**config.mk**
```make
export PLATFORM = sky130hd
export DESIGN_NAME = distance_avg_filter_flat
export DESIGN_NICKNAME = d
export VERILOG_FILES = /design/src/rtl/dist_filter_pkg.sv /design/src/rtl/distance_avg_filter_if.sv /design/src/rtl/dist_ring_buf.sv /design/src/rtl/distance_avg_filter.sv /design/src/flat_wrapper.sv
export SDC_FILE = /design/constraint.sdc
export NUM_CORES = 1
export LEC_CHECK = 0
export CORE_UTILIZATION = 57
export CTS_CLUSTER_DIAMETER = 200
export DETAILED_ROUTE_END_ITERATION = 8
export DONT_BUFFER_PORTS = 1
export HOLD_SLACK_MARGIN = 0.1
export PLACE_DENSITY = 0.75
export SYNTH_ARGS = -nofsm -noshare
export SYNTH_HDL_FRONTEND = slang
export SYNTH_HIERARCHICAL = 1
export SYNTH_SLANG_ARGS = --single-unit
```
**constraint.sdc**
```tcl
create_clock -name clk -period 4.5 [get_ports clk]
set_input_delay 0.9 -clock clk [delete_from_list [all_inputs] [get_ports clk]]
set_output_delay 0.9 -clock clk [all_outputs]
set_load 0.02 [all_outputs]
```
**src/rtl/dist_filter_pkg.sv**
```systemverilog
// ---------------------------------------------------------------------------
// dist_filter_pkg
// Shared constants and helpers for the distance moving-average filter.
//   DIST_W             : width of a raw ADC distance sample
//   DEFAULT_LOG2_DEPTH : default log2 of the averaging window length
//   dist_t             : one distance sample
//   acc_width()        : accumulator width that holds a full window sum
//                        plus the rounding offset without overflow
// ---------------------------------------------------------------------------
package dist_filter_pkg;

  localparam int DIST_W             = 12;
  localparam int DEFAULT_LOG2_DEPTH = 4;

  typedef logic [DIST_W-1:0] dist_t;

  // A window of 2^log2_depth samples of (2^data_w - 1) plus half an LSB of
  // the shifted result still fits in data_w + log2_depth bits.
  function automatic int acc_width(input int data_w, input int log2_depth);
    return data_w + log2_depth;
  endfunction

endpackage

```
**src/rtl/distance_avg_filter_if.sv**
```systemverilog
// ---------------------------------------------------------------------------
// distance_avg_filter_if
// Sample/result bundle between the ADC data path and the averaging filter.
//   sample_valid : single-cycle strobe, distance_in valid this cycle
//   distance_in  : raw distance sample
//   clear        : synchronous window flush
//   avg_out      : rounded mean of the window
//   avg_valid    : window full, avg_out meaningful
//   avg_strobe   : one-cycle pulse per avg_out update
//   fill_count   : samples currently in the window
// Modports: master = sample source / result consumer, slave = filter.
// ---------------------------------------------------------------------------
interface distance_avg_filter_if
  import dist_filter_pkg::*;
#(
  parameter int DATA_W     = DIST_W,
  parameter int LOG2_DEPTH = DEFAULT_LOG2_DEPTH
);

  logic                  sample_valid;
  logic [DATA_W-1:0]     distance_in;
  logic                  clear;
  logic [DATA_W-1:0]     avg_out;
  logic                  avg_valid;
  logic                  avg_strobe;
  logic [LOG2_DEPTH:0]   fill_count;

  modport master (
    output sample_valid, distance_in, clear,
    input  avg_out, avg_valid, avg_strobe, fill_count
  );

  modport slave (
    input  sample_valid, distance_in, clear,
    output avg_out, avg_valid, avg_strobe, fill_count
  );

endinterface

```
**src/rtl/dist_ring_buf.sv**
```systemverilog
// ---------------------------------------------------------------------------
// dist_ring_buf
// Simple dual-port RAM: one write port, one synchronous read port,
// 2^ADDR_W x DATA_W. The array has no reset so it maps onto block RAM.
//   clk     : clock
//   wr_en   : write enable
//   wr_addr : write address
//   wr_data : write data
//   rd_addr : read address, registered on clk
//   rd_data : data at rd_addr as of the previous edge
// ---------------------------------------------------------------------------
module dist_ring_buf
  import dist_filter_pkg::*;
#(
  parameter int DATA_W = DIST_W,
  parameter int ADDR_W = DEFAULT_LOG2_DEPTH
) (
  input  logic              clk,
  input  logic              wr_en,
  input  logic [ADDR_W-1:0] wr_addr,
  input  logic [DATA_W-1:0] wr_data,
  input  logic [ADDR_W-1:0] rd_addr,
  output logic [DATA_W-1:0] rd_data
);

  logic [DATA_W-1:0] mem_q [2**ADDR_W];
  logic [DATA_W-1:0] rd_data_q;

  always_ff @(posedge clk) begin
    if (wr_en) begin
      mem_q[wr_addr] <= wr_data;
    end
    rd_data_q <= mem_q[rd_addr];
  end

  assign rd_data = rd_data_q;

endmodule

```
**src/rtl/distance_avg_filter.sv**
```systemverilog
// ---------------------------------------------------------------------------
// distance_avg_filter
// Boxcar moving average over the last 2^LOG2_DEPTH distance samples with
// round-half-up output. Results are registered one cycle after each
// accepted sample.
//   clk     : system clock
//   reset_n : asynchronous active-low reset
//   bus     : distance_avg_filter_if.slave (samples in, average out)
// ---------------------------------------------------------------------------
module distance_avg_filter
  import dist_filter_pkg::*;
#(
  parameter int DATA_W     = DIST_W,
  parameter int LOG2_DEPTH = DEFAULT_LOG2_DEPTH
) (
  input  logic                 clk,
  input  logic                 reset_n,
  distance_avg_filter_if.slave bus
);

  localparam int ACC_W = acc_width(DATA_W, LOG2_DEPTH);
  localparam logic [LOG2_DEPTH:0] FULL = {1'b1, {LOG2_DEPTH{1'b0}}};
  localparam logic [ACC_W-1:0] ROUND_HALF =
    {{(ACC_W-1){1'b0}}, 1'b1} << (LOG2_DEPTH - 1);

  logic [LOG2_DEPTH-1:0] wr_ptr_q, wr_ptr_d;
  logic [LOG2_DEPTH:0]   fill_q, fill_d;
  logic [ACC_W-1:0]      acc_q, acc_d;
  logic [DATA_W-1:0]     avg_q, avg_d;
  logic                  avg_valid_q, avg_valid_d;
  logic                  strobe_q, strobe_d;

  logic                  accept;
  logic                  full;
  logic [DATA_W-1:0]     old_rd;
  logic [ACC_W-1:0]      old_ext;
  logic [ACC_W-1:0]      acc_sum;
  logic [ACC_W-1:0]      acc_rounded;
  logic [DATA_W-1:0]     avg_next;
  logic [LOG2_DEPTH-1:0] unused_frac;

  assign accept = bus.sample_valid & ~bus.clear;
  assign full   = (fill_q == FULL);

  // The read address is the next write pointer, so the RAM output always
  // holds the previous-lap sample at the current wr_ptr. Read and write
  // addresses never collide on a write cycle because the pointer advances.
  dist_ring_buf #(
    .DATA_W (DATA_W),
    .ADDR_W (LOG2_DEPTH)
  ) u_ring (
    .clk     (clk),
    .wr_en   (accept),
    .wr_addr (wr_ptr_q),
    .wr_data (bus.distance_in),
    .rd_addr (wr_ptr_d),
    .rd_data (old_rd)
  );

  // Until the window is full the slot being overwritten holds nothing yet.
  assign old_ext     = full ? {{LOG2_DEPTH{1'b0}}, old_rd} : '0;
  assign acc_sum     = acc_q + {{LOG2_DEPTH{1'b0}}, bus.distance_in} - old_ext;
  assign acc_rounded = acc_sum + ROUND_HALF;
  assign {avg_next, unused_frac} = acc_rounded;

  always_comb begin
    wr_ptr_d    = wr_ptr_q;
    fill_d      = fill_q;
    acc_d       = acc_q;
    avg_d       = avg_q;
    avg_valid_d = avg_valid_q;
    strobe_d    = 1'b0;
    if (bus.clear) begin
      wr_ptr_d    = '0;
      fill_d      = '0;
      acc_d       = '0;
      avg_d       = '0;
      avg_valid_d = 1'b0;
    end else if (accept) begin
      wr_ptr_d = wr_ptr_q + 1'b1;
      fill_d   = full ? fill_q : fill_q + 1'b1;
      acc_d    = acc_sum;
      avg_d    = avg_next;
      strobe_d = 1'b1;
      if (fill_d == FULL) begin
        avg_valid_d = 1'b1;
      end
    end
  end

  always_ff @(posedge clk or negedge reset_n) begin
    if (!reset_n) begin
      wr_ptr_q    <= '0;
      fill_q      <= '0;
      acc_q       <= '0;
      avg_q       <= '0;
      avg_valid_q <= 1'b0;
      strobe_q    <= 1'b0;
    end else begin
      wr_ptr_q    <= wr_ptr_d;
      fill_q      <= fill_d;
      acc_q       <= acc_d;
      avg_q       <= avg_d;
      avg_valid_q <= avg_valid_d;
      strobe_q    <= strobe_d;
    end
  end

  assign bus.avg_out    = avg_q;
  assign bus.avg_valid  = avg_valid_q;
  assign bus.avg_strobe = strobe_q;
  assign bus.fill_count = fill_q;

endmodule

```
**src/flat_wrapper.sv**
```systemverilog
// flat-port wrapper written by rule: the top's interface ports become plain ports
module distance_avg_filter_flat import dist_filter_pkg::*;
#(
  parameter int DATA_W     = DIST_W,
  parameter int LOG2_DEPTH = DEFAULT_LOG2_DEPTH
)
  (clk, reset_n, bus_sample_valid, bus_distance_in, bus_clear, bus_avg_out, bus_avg_valid, bus_avg_strobe, bus_fill_count);
  distance_avg_filter_if #(.DATA_W(DATA_W), .LOG2_DEPTH(LOG2_DEPTH)) bus_i ();
  input  logic clk;
  input  logic reset_n;
  input wire logic [$bits(bus_i.sample_valid)-1:0] bus_sample_valid;
  input wire logic [$bits(bus_i.distance_in)-1:0] bus_distance_in;
  input wire logic [$bits(bus_i.clear)-1:0] bus_clear;
  output wire logic [$bits(bus_i.avg_out)-1:0] bus_avg_out;
  output wire logic [$bits(bus_i.avg_valid)-1:0] bus_avg_valid;
  output wire logic [$bits(bus_i.avg_strobe)-1:0] bus_avg_strobe;
  output wire logic [$bits(bus_i.fill_count)-1:0] bus_fill_count;
  assign bus_i.sample_valid = bus_sample_valid;
  assign bus_i.distance_in = bus_distance_in;
  assign bus_i.clear = bus_clear;
  assign bus_avg_out = bus_i.avg_out;
  assign bus_avg_valid = bus_i.avg_valid;
  assign bus_avg_strobe = bus_i.avg_strobe;
  assign bus_fill_count = bus_i.fill_count;
  distance_avg_filter #(.DATA_W(DATA_W), .LOG2_DEPTH(LOG2_DEPTH)) u_core (.clk(clk), .reset_n(reset_n), .bus(bus_i));
endmodule
```
==> impl_metrics.ini <==
[status]
status = finished, final reports clean

[setup_path]
worstPathArrival_ns = 4.71
worst-setup-path-type = reg2reg
required_ns = 4.91
critPathLaunchType = register
worstPathMaxFanout = 7
critical_path.endpoint_type = register
worst-r2r-setup-slack_ns = 0.20

[global_route]
first_global_vias = 6483
grt_antenna_before_repair = 0
global_route.overflow_total = 0
grt_max_degree = 46
grt_first_pass_wirelength_um = 34600
grtUsageTotal_pct = 22.8

[final_layout]
layout.cells.most_common_list = sky130_fd_sc_hd__edfxtp_1, sky130_fd_sc_hd__inv_1, sky130_fd_sc_hd__nor2_1
design.final.nets = 791
layout-area-overhead-vs-synth_pct = 13.4
layout-drive-gt1-share_pct = 18.7
final-instance-count-excl-fill = 997
layout_commonest_cell = sky130_fd_sc_hd__edfxtp_1
n_antenna_cell = 0

[drt]
ant_nets = 0
vias_per_cell = 6.19
wl_met2_um = 10700
postRouteWirelength_um = 21500
met3_wirelength_um = 1130
detailedRoute.firstIterationViolations = 461
num_vias = 6175
pre_antenna_drt_iters = 5
drt-wirelength-per-cell_um = 21.6
top_signal_layer_used = met4
met1_wire_length_um = 9160
drc = 0

[synth]
largest_family_of_logic_cells_by_synthesized_area = multiplexers
syn_avg_cell_area_um2 = 15.4
synthDistinctLibCells = 66
synth-edff-count = 192
proportion_of_synthesized_flip_flops_having_asynchronous_set_or_reset_pct = 16.0
post_synth_xor_area_fraction_pct = 1.85
synth_simple_gate_area_share_pct = 7.20
synth_seq_area_share_pct = 64.2
ys_seq_elements = 243
yosys_most_used_dff = sky130_fd_sc_hd__edfxtp_1
yosys.area_share.adder_pct = 4.51
synth_compound_gate_area_share_pct = 7.19
yosysWarnings = 6
syn_nets = 754
post_synth_inst_count = 706
synth.mux.area_fraction_pct = 11.6
synth_area_um2 = 10900

[timing]
final-setup-viol-count = 0
min_period_ns = 4.30
fin_tns_setup_ns = 0
hold_viol_final = 0
slew-limit-headroom_pct = 24.4
tightest_slew_ns = 1.13
fin_crit_sh_pct = 95.5
max_clock_freq_ghz = 0.233
worst_clock_skew_ns = 0.0159
report.final.slew_viol_count = 0
post-route-worst-setup-slack_ns = 0.202

[clock_network]
cts_tree = yes
tritoncts.num_buffers = 26
cts_htree_levels = 1
ctsRootBufferMaster = sky130_fd_sc_hd__clkbuf_16
clock_insertion_delay_worst_skew_ns = 0.54
clk_transition_reported_paths_ns = 0.07
cts_buffer_depth = 3
cts.sink_count = 243

[floorplan]
num_rows = 50
initial_core_util_pct = 58.2
die_area_um2 = 19600
chipWidth_um = 140
core-area_um2 = 18700
io_pins = 35
die_y_um = 140

[place]
pre_cts_ws_ns = -0.156
hpwl_um = 13500
place_inst = 943
portBuffers = 0
routability_driven_placement_congestion_ratio = 0.929

[worst_hold_path]
hold_path.class = in2async

[power_and_ir_drop]
leakagePower_nw = 4.53
peakVddDrop_v = 0.000470
pwr_density_nw_per_um2 = 553

[run]
drv_cap = 0
-- synth_stat cells (all sizes together) (2+ instances only) --
cell type	number	area, um^2
and3	4	26.3
o211a	2	20.0
nor2b	4	25.0
a211oi	17	138
a22oi	24	180
nand3b	4	30.0
and2	17	106
o31ai	2	15.0
a31oi	2	12.5
xor2	12	105
nor2	60	225
clkbuf	18	71.3
buf	10	95.1
mux4	48	1140
nand2b	3	18.8
xnor2	11	96.3
dfxtp	12	240
nand2	28	105
nor3	12	60.1
o21ai	10	50.1
dfrtp	39	976
ha	20	250
nand3	7	35.0
inv	58	218
o311a	2	20.0
edfxtp	192	5770
mux2i	12	120
nor3b	2	15.0
a2111oi	4	41.3
nand4	4	31.3
o211ai	3	22.5
a311oi	3	26.3
or3	2	12.5
and4	2	18.8
a21oi	18	90.1
a211o	4	35.0
fa	12	240
a21o	5	40.0
-- layout make-up --
class                      count  area [um^2]
clock buffer                  27          664
inverter                      58          218
timing repair buffer          37          303
fill                        1262         6370
multi-input combinational    377         3600
tap                          234          293
sequential                   243         6980
clock inverter                21          275
-- state kept, by name, indices dropped and copies added, names as in the netlist --
register	count
u_core/u_ring/mem_q	192
u_core/acc_q	16
u_core/bus.avg_out	12
u_core/u_ring/rd_data	12
u_core/bus.fill_count	5
u_core/wr_ptr_q	4
u_core/bus.avg_strobe	1
u_core/bus.avg_valid	1
-- cell families after synthesis --
| group | after synthesis |
|---|---|
| DFF | 243 |
| AOI/OAI and AO/OA | 106 |
| adders and majority gates | 32 |
| muxes | 60 |
| xor gates and xnor gates | 23 |
| buffers and inverters | 86 |
| and+or+nand+nor | 156 |
-- worst paths after layout --
check / from / to / cells after the start
hold reg to reg: u_core/acc_q[0] / u_core/acc_q[0] / 2
hold / removal: reset_n / u_core/wr_ptr_q[1] / 1
min in group clk: bus_clear / u_core/acc_q[5] / 1
setup / recovery: u_core/bus.fill_count[0] / u_core/bus.avg_out[11] / 15
setup reg to reg: u_core/bus.fill_count[0] / u_core/bus.avg_out[11] / 15
max in group asynchronous: reset_n / u_core/acc_q[6] / 1
-- stage by stage --
step	hold WS (ns)	utilization [%]	instance area [um^2]	total power (W)
floorplan	0.481	-	10900	0.00407
global placement	0.502	60.4	11300	0.00440
detailed placement	0.512	60.4	11300	0.00445
CTS	0.191	65.6	12300	0.00675
global route	0.199	66.0	12300	0.00716
finish	0.204	66.0	12300	0.00682
-- report_power, final --
group | switching, W | internal, W | total [W] | leakage, nW
clock network | 0.000890 | 0.00138 | 0.00227 | 0.450
registers | 0.000128 | 0.00255 | 0.00267 | 2.35
logic | 0.00106 | 0.000819 | 0.00188 | 1.73
total | 0.00208 | 0.00474 | 0.00682 | 4.53
-- critical path, stage by stage, from the launching register on --
cell	delay [ns]
sky130_fd_sc_hd__dfrtp_1	0.38
sky130_fd_sc_hd__inv_1	0.10
sky130_fd_sc_hd__ha_1	0.16
sky130_fd_sc_hd__nor4bb_4	0.33
sky130_fd_sc_hd__buf_4	0.21
sky130_fd_sc_hd__and2_1	0.14
sky130_fd_sc_hd__fa_1	0.40
sky130_fd_sc_hd__inv_1	0.07
sky130_fd_sc_hd__ha_1	0.31
sky130_fd_sc_hd__a21o_1	0.27
sky130_fd_sc_hd__a211o_4	0.36
sky130_fd_sc_hd__a311o_1	0.35
sky130_fd_sc_hd__nor4_4	0.24
sky130_fd_sc_hd__nand4_2	0.20
sky130_fd_sc_hd__o311a_1	0.35
sky130_fd_sc_hd__a2111oi_2	0.33
-- repair_timing --
item | CTS | global route
setup buffers | 0 | 5
hold endpoints to repair | 39 | 0
hold buffers | 1 | 0
gates resized for setup | 2 | 7
setup endpoints to repair | 1 | 1
pin swaps | 2 | 5
-- layer usage --
layer | global-route usage [%] | up-vias
li1 | - | 2773
met1 | 30.3 | 3140
met2 | 38.7 | 218
met3 | 3.86 | 44
met4 | 7.46 | 0
met5 | 0 | -
Note: power is estimated with default switching activity, not from simulation.
